`src/rtl/wb_trace_checker_trace_ram.sv`:
```
// Expected-trace storage: DEPTH entries of {register index, write data}.
// Synchronous write, asynchronous read, no reset (contents survive reset).
// Ports:
//   clk    in   write clock
//   we     in   write enable
//   waddr  in   entry to write
//   wdata  in   {idx, data} to store
//   raddr  in   entry to read
//   rdata  out  {idx, data} stored at raddr (combinational)
module wb_trace_checker_trace_ram #(
   parameter int unsigned DEPTH = 16,
   parameter int unsigned WIDTH = 37
) (
   input  logic                     clk,
   input  logic                     we,
   input  logic [$clog2(DEPTH)-1:0] waddr,
   input  logic [WIDTH-1:0]         wdata,
   input  logic [$clog2(DEPTH)-1:0] raddr,
   output logic [WIDTH-1:0]         rdata
);

   logic [WIDTH-1:0] mem [DEPTH];

   always_ff @(posedge clk) begin
      if (we) begin
         mem[waddr] <= wdata;
      end
   end

   assign rdata = mem[raddr];

endmodule

```
`config.mk`:
```
export PLATFORM = sky130hd
export DESIGN_NAME = wb_trace_checker_trace_ram
export DESIGN_NICKNAME = d
export VERILOG_FILES = /design/src/rtl/wb_trace_checker_trace_ram.sv
export SDC_FILE = /design/constraint.sdc
export NUM_CORES = 1
export LEC_CHECK = 0
export CAP_MARGIN = 40
export CORE_AREA = 5 5 229 231
export DETAILED_ROUTE_END_ITERATION = 10
export DIE_AREA = 0 0 234 236
export GPL_TIMING_DRIVEN = 1
export PLACE_DENSITY_LB_ADDON = 0.08
export SYNTH_ARGS = -nofsm -noshare
export SYNTH_HDL_FRONTEND = slang
export SYNTH_SLANG_ARGS = --single-unit
```
`constraint.sdc`:
```
create_clock -name clk -period 7.1 [get_ports clk]
set_clock_uncertainty 0.2 [all_clocks]
set_input_delay 1.42 -clock clk [delete_from_list [all_inputs] [get_ports clk]]
set_output_delay 1.42 -clock clk [all_outputs]
set_load 0.05 [all_outputs]
```
* Word level (Yosys, flattened, before mapping)
Memories as Yosys holds them, arrays and structs flattened.
Cells that the tools add are included.
** Cells by class
- Mux-type cells :: 2
** Operator list (count)
- $mux 1 :: 2
** Storage, ports and cells
- Bits in registers :: 0
- Memories kept :: 1
- RAM bits :: 592
- Word-level logic and storage cells :: 3
- Output and inout port bits :: 37
- Bits of input ports :: 47
** Memory list
- mem :: depth 16, bits a word 37, rd ports 1, clocked after Yosys merged registers in 0, wr ports 1, line 22 : logic [WIDTH-1:0] mem [DEPTH];

* Logic depth before layout (Yosys ltp)
Gate-level depths: netlist of run 1.
- Depth in word-level cells :: 2
- Gate-level depth with buffers :: 6
- Gate-level depth less buffers :: 3

* Worst setup path before layout of run 1
OpenSTA, ideal clock, no wires.
- Path type :: input to register
- Start point :: input port waddr[2]
- End point :: memory mem[0][0], enable pin
- Stages :: 2
- Path buffers :: 0
- Path slack :: 1.949 ns
- Data arrival time :: 4.473 ns
- Required time :: 6.422 ns
- Cell sequence :: or3b_2 > nor3_1
** RTL lines
- start, declared :: line 16 : input logic [$clog2(DEPTH)-1:0] waddr,
- end, declared :: line 22
No word-level cell before the write port.

* Worst setup path in the final report of run 1
- Start point :: input port raddr[2]
- End point :: output port rdata[6]
** On the way
- Cells in the longest elaborated chain, start to end :: 1
** Ends and longest elaborated chain
- start, declared :: line 18 : input logic [$clog2(DEPTH)-1:0] raddr,
- $mem_v2 16x37
- end, declared :: line 19 : output logic [WIDTH-1:0] rdata
No other way between the ends.

==> results of run 1 <==
==> through the flow <==
step | hold WS (ns) | utilization, % | instances | setup slack (ns) | area, um2
finish | 1.52 | 52.0 | 1777 | 1.15 | 25900
detailed placement | 2.17 | 48.4 | 1670 | 1.16 | 24100
CTS | 1.49 | 52.0 | 1776 | 1.15 | 25900
floorplan | 1.32 | - | 926 | 1.95 | 22200
global route | 1.55 | 52.0 | 1776 | 1.07 | 25900
global placement | 2.15 | 48.2 | 1665 | 1.21 | 24000
==> cell type report <==
class	instances	area share, %
Sequential cell	592	68.5
Multi-Input combinational cell	286	16.6
Clock buffer	71	6.03
Timing Repair Buffer	120	4.74
Tap cell	672	3.24
Clock inverter	35	0.911
Antenna cell	1	0.00965
==> how the worst min path moves through the flow <==
stage | start | end | slack (ns) | cells after the start
3_5_place_dp | wdata[0] | mem[12][0] | 2.17 | 1
3_3_place_gp | wdata[32] | mem[12][32] | 2.15 | 1
6_report | wdata[32] | mem[14][32] | 1.52 | 1
5_1_grt | wdata[33] | mem[0][33] | 1.55 | 1
4_1_cts | wdata[33] | mem[0][33] | 1.49 | 1
2_1_floorplan | wdata[0] | mem[0][0] | 1.32 | 0
==> worst max-delay path, delay by kind of cell <==
family                 cells  cell delay (ns)
buffers and inverters      3             1.86
and+or+nand+nor            2             0.92
AOI/OAI and AO/OA          1             0.12
==> cells by family (layout without fill, tap and decap cells) <==
group | after synthesis | in the layout
AO/OA/AOI/OAI | 74 | 74
buffers and inverters | 48 | 226
flip-flops | 592 | 592
multiplexers | 148 | 148
other | 0 | 1
AND/OR/NAND/NOR | 64 | 64
==> metal layers <==
layer	vias up	wire [um]
li1	4275	-
met4	6	742
met5	-	39
met1	5471	23000
met3	61	2690
met2	249	23700
==> layout by cell type (no fill, tap or decap), types with 4 or more instances in the layout <==
master / instances
clkdlybuf4s50_1: 81
buf_4: 29
clkinv_1: 20
nor3_2: 4
clkbuf_1: 10
clkinv_2: 9
buf_12: 6
a22oi_1: 74
mux4_2: 148
edfxtp_1: 592
nor2_4: 13
nand2_1: 38
clkbuf_16: 61
==> where the power goes <==
part	total, uW	leakage [uW]	internal [uW]	switching [uW]
registers	3930	0.00535	3920	13.7
clock network	2930	0.000886	1660	1260
logic	493	0.00185	186	306
==> results.md, run 1 <==
* Outcome: completed
* # nets final at 1107
* CP Cell Sequence: clkdlybuf4s50_1 > nor2b_4 > buf_4 > a22oi_1 > nand2_1 > clkdlybuf4s50_1
* Synth warnings at 0
* Synth top area cells: edfxtp_1, mux4_2, a22oi_1
* Fin Setup TNS at 0 ns
* Tmin final at 5.95 ns
* Synth unique cells at 17
* Worst Hold Class: primary input to flop
* WL/cell at 28.2 um
* Post-DP HPWL at 28.1 mm
* Critical path startpoint: raddr[2]
* M1 GR Usage at 27.8%
* Number of flops mapped to enable cells by yosys at 592
* Grt total ovfl at 0
* Synth Register Bits at 592
* Die width at 234 um
* Router iterations before antenna repair at 5
* Async set-or-reset flop fraction in the synthesized netlist at 0%
* Number of flip-flops under the largest register name at 592
* Layout area overhead at 16.9%
* Max transition margin at 39.7%
* Critical path type: primary input to primary output
* Crit path max fanout at 23
* Count leader, synth: edfxtp_1
* Max Buffers Root-to-Sink at 3
* LEAKAGE at 0.00809 uW
* Top flop regs: mem: 592 flops
* H-tree depth at 2
* Crit path capture type: primary output
* Yosys top cell area share at 80.1%
* Port-buffer cells at 83
* Post-synthesis net count at 973
* DRC violations left at 0
* Max-slew violations at 0
* Post-CTS setup repair buffer count at 0
* Initial antenna violation count at 3
* Mux contribution to synthesized area at 15.0%
* Placer Congestion at 0.697
* Post_cts resized at 0
* Power Total at 7350 uW
* Compound-Gate Fraction of Synth Area at 2.50%
* Clk sink count at 592
* Core Box Area at 0.0499 mm2
* Post-synthesis adder-cell area fraction at 0%
* DR vias at 10062
* Largest Register: mem
* Top cells by count, synth: edfxtp_1, mux4_2, a22oi_1
* Multi-input gate area at 0.00429 mm2
* Fin. Hold Viols at 0
* Number of buffers created by CTS at 60
* Post-synth top area cell: edfxtp_1
* Crit path to: rdata[6]
* All-Layer GR Usage at 18.3%
* Syn Std Cell Area at 0.0222 mm2
* Post-DRT Antenna Nets at 0
* Highest-delay cell along the critical path: clkdlybuf4s50_1
* Ratio of cells with drive above 1 in the final layout at 25.7%
* Combinational family with the most area after synthesis: multiplexers
* Setup-failing EPs final at 0
* First-pass GRT wire length at 74.1 mm
* Maxcap violations at 0
* Synthesized instance count at 926
* Power per Cell Area at 283 mW/mm2
* Fmax at 0.168 GHz
* Largest net degree at the start of global routing at 58
* Crit share post-route at 83.8%
* Vias in the first global route at 10612
* DR iter-0 viols at 863
* Crit path DAT at 4.33 ns
* # fillers at 3956
* Worst-path clk slew at 0.06 ns
* Row count at 82
* Via density at 5.66
* Worst vdd ir at 0.000197 V
* Top_reg_cell synth: edfxtp_1
* Io pins at 84
* Initial core utilization at 44.5%
* Worst Setup Start Kind: primary input
* Gr busiest metal: met2
* Most used cell, CP: clkdlybuf4s50_1
* Die H at 236 um
* Final wirelength at 50.1 mm
* Mapped Avg Cell Area at 24.0 um2
* Synth Area in Simple Gates at 1.22%
* Met2 Use GR at 27.9%
* Hold_buf cts at 0
* Crit-path max cell delay at 0.81 ns
* Seq/Total Area, Yosys at 80.1%
* Root buffer cell: clkbuf_16
* Xor and xnor area share after synthesis at 0%
* GRT met3 Usage at 3.80%
* Unrepaired setup endpoints after global routing: no
* CP required at 5.48 ns
* CTS tree: done
* Worst-margin pin slew at 0.903 ns
* Register area at 0.0178 mm2
* Die Area at 0.0552 mm2
Note: power is estimated with default switching activity, not from simulation.
==> run 2: changes to the inputs <==
- clock period: 7.1 -> 5.53 ns (I/O delays scaled with it)
==> run 2 against run 1 <==
Against the previous run: utilization increased by 0.48 points; worst hold slack worse by 0.31 ns; total power increased by 29%; wire length is 0.64% higher.
==> results.md, run 2 (same netlist as run 1, synthesis figures left out) <==
* Outcome: completed (unchanged)
* Maxcap violations at 0 (unchanged)
* Crit path DAT at 3.49 ns (was 4.33 ns)
* Hold_sp: wdata[30] (was wdata[32])
* Top flop regs: mem: 592 flops (unchanged)
* Setup-failing EPs final at 0 (unchanged)
* Layout area overhead at 17.9% (was 16.9%)
* Number of buffers created by CTS at 59 (was 60)
* Worst vdd ir at 0.000280 V (was 0.000197 V)
* Fin. Hold Viols at 0 (unchanged)
* Die H at 236 um (unchanged)
* Core Box Area at 0.0499 mm2 (unchanged)
* DRC violations left at 0 (unchanged)
* Ratio of cells with drive above 1 in the final layout at 26.8% (was 25.7%)
* Grt total ovfl at 0 (unchanged)
* Row count at 82 (unchanged)
* Worst Setup Start Kind: primary input (unchanged)
* Setup ws final at 0.738 ns (was 1.15 ns)
* Worst-margin pin slew at 0.856 ns (was 0.903 ns)
* Tmin final at 4.79 ns
* Post-DP HPWL at 27.2 mm (was 28.1 mm)
* Fin Setup TNS at 0 ns (unchanged)
* Largest Register: mem (unchanged)
* Via density at 5.64 (was 5.66)
* Critical path type: primary input to primary output (unchanged)
* Worst Hold Class: primary input to flop (unchanged)
* Root buffer cell: clkbuf_16 (unchanged)
* Crit path capture type: primary output (unchanged)
* Unrepaired setup endpoints after global routing: no (unchanged)
* DR vias at 10078 (was 10062)
* Io pins at 84 (unchanged)
* Pre-CTS setup slack at 0.649 ns (was 1.16 ns)
* Max-slew violations at 0 (unchanged)
* Vias in the first global route at 10604 (was 10612)
* Dpl cell area at 0.0244 mm2 (was 0.0241 mm2)
* All-Layer GR Usage at 18.4% (was 18.3%)
* First-pass GRT wire length at 73.5 mm (was 74.1 mm)
* Clk network pwr share at 39.8% (about the same)
* Worst Hold End: mem[13][30] (was mem[14][32])
* WL/cell at 28.2 um (about the same)
* Cell area after layout at 0.0262 mm2 (was 0.0259 mm2)
* Post_cts resized at 0 (unchanged)
* Max transition margin at 42.8% (was 39.7%)
* Fmax at 0.209 GHz
* Register share of total power at 53.4% (was 53.5%)
* # nets final at 1115 (was 1107)
* DR iter-0 viols at 910 (was 863)
* Crit path max fanout at 25 (was 23)
* Commonest non-fill, non-tap cell in the layout: edfxtp_1 (unchanged)
* Critical path startpoint: raddr[0] (was raddr[2])
* Util after Layout at 52.5% (was 52.0%)
* CTS tree: done (unchanged)
* LEAKAGE at 0.00817 uW (was 0.00809 uW)
* Initial core utilization at 44.5% (unchanged)
* H-tree depth at 2 (unchanged)
* Router iterations before antenna repair at 7 (was 5)
* Die width at 234 um (unchanged)
* Post-DRT Antenna Nets at 0 (unchanged)
* Die Area at 0.0552 mm2 (unchanged)
* Gate power share at 6.9% (was 6.7%)
* Clk sink count at 592 (unchanged)
* Hold_buf cts at 0 (unchanged)
* Initial antenna violation count at 3 (unchanged)
* Switching Fraction at 21.5% (about the same)
* Largest net degree at the start of global routing at 41 (was 58)
* Net switching power at 2040 uW (was 1580 uW)
* Max Buffers Root-to-Sink at 3 (unchanged)
* Hold Path Depth at 1 (unchanged)
* Worst-path clk slew at 0.06 ns (about the same)
* Crit share post-route at 86.7%
* Final wirelength at 50.4 mm (was 50.1 mm)
* Power per Cell Area at 361 mW/mm2 (was 283 mW/mm2)
* Port-buffer cells at 83 (unchanged)
* Post-CTS setup repair buffer count at 0 (unchanged)
* Number of flip-flops under the largest register name at 592 (unchanged)
* Diodes inserted at 0 (was 1)
* Placer Congestion at 0.708 (was 0.697)
* CP required at 4.22 ns (was 5.48 ns)
* Most frequent cells in the layout: edfxtp_1, mux4_2, clkdlybuf4s50_1 (unchanged)
* Int Pwr at 7430 uW (was 5770 uW)
[run 2: cell types whose count changed in the layout (fill, tap and decap cells not counted), sizes merged]
cell / previous run / this run
buf: 39 / 50
clkbuf: 71 / 74
clkdlybuf4s50: 81 / 79
clkinv: 29 / 27
clkinvlp: 0 / 3
diode: 1 / 0
inv: 3 / 0
[run 2: worst max path at each step]
stage | endpoint | slack (ns) | cells after the start
6_report | rdata[5] | 0.74 | 7
5_1_grt | rdata[5] | 0.60 | 7
4_1_cts | rdata[5] | 0.65 | 7
3_5_place_dp | rdata[5] | 0.65 | 7
3_3_place_gp | rdata[5] | 0.63 | 7
2_1_floorplan | mem[0][0] | 0.69 | 2
[run 2: final cells by class]
| cell class | count | area (um2) |
|---|---|---|
| Multi-Input combinational cell | 286 | 4290 |
| Clock inverter | 33 | 233 |
| Timing Repair Buffer | 129 | 1470 |
| Tap cell | 672 | 841 |
| Sequential cell | 592 | 17800 |
| Clock buffer | 74 | 1580 |
| Fill cell | 3927 | 23700 |
[run 2: per-stage QoR]
stage / cells / hold slack (ns) / power (uW)
finish: 1786 / 1.22 / 9460
global route: 1786 / 1.25 / 9800
CTS: 1786 / 1.18 / 9560
detailed placement: 1679 / 1.77 / 5810
global placement: 1679 / 1.77 / 5800
floorplan: 926 / 1.00 / 5510
[run 2: power by group through the flow]
stage / Combinational (uW) / Clock [uW] / Sequential [uW]
2_1_floorplan: 373 / 0 / 5140
3_3_place_gp: 662 / 0 / 5140
3_5_place_dp: 661 / 0 / 5150
4_1_cts: 663 / 3850 / 5050
5_1_grt: 690 / 4050 / 5050
6_report: 652 / 3760 / 5050
[run 2: layer usage]
layer | global-route usage (%) | vias to the layer above | wire [um] | part of all wire, %
li1 | - | 4293 | - | -
met1 | 27.9 | 5436 | 23100 | 46
met2 | 28.2 | 291 | 23800 | 47
met3 | 3.27 | 52 | 2660 | 5.3
met4 | 4.48 | 6 | 797 | 1.6
met5 | 0 | - | 41 | 0.081
[run 2: critical path: stages]
cell	delay (ns)
buf_8	0.29
buf_12	0.27
buf_12	0.17
mux4_2	0.49
a22oi_1	0.30
nand2_1	0.09
clkdlybuf4s50_1	0.71
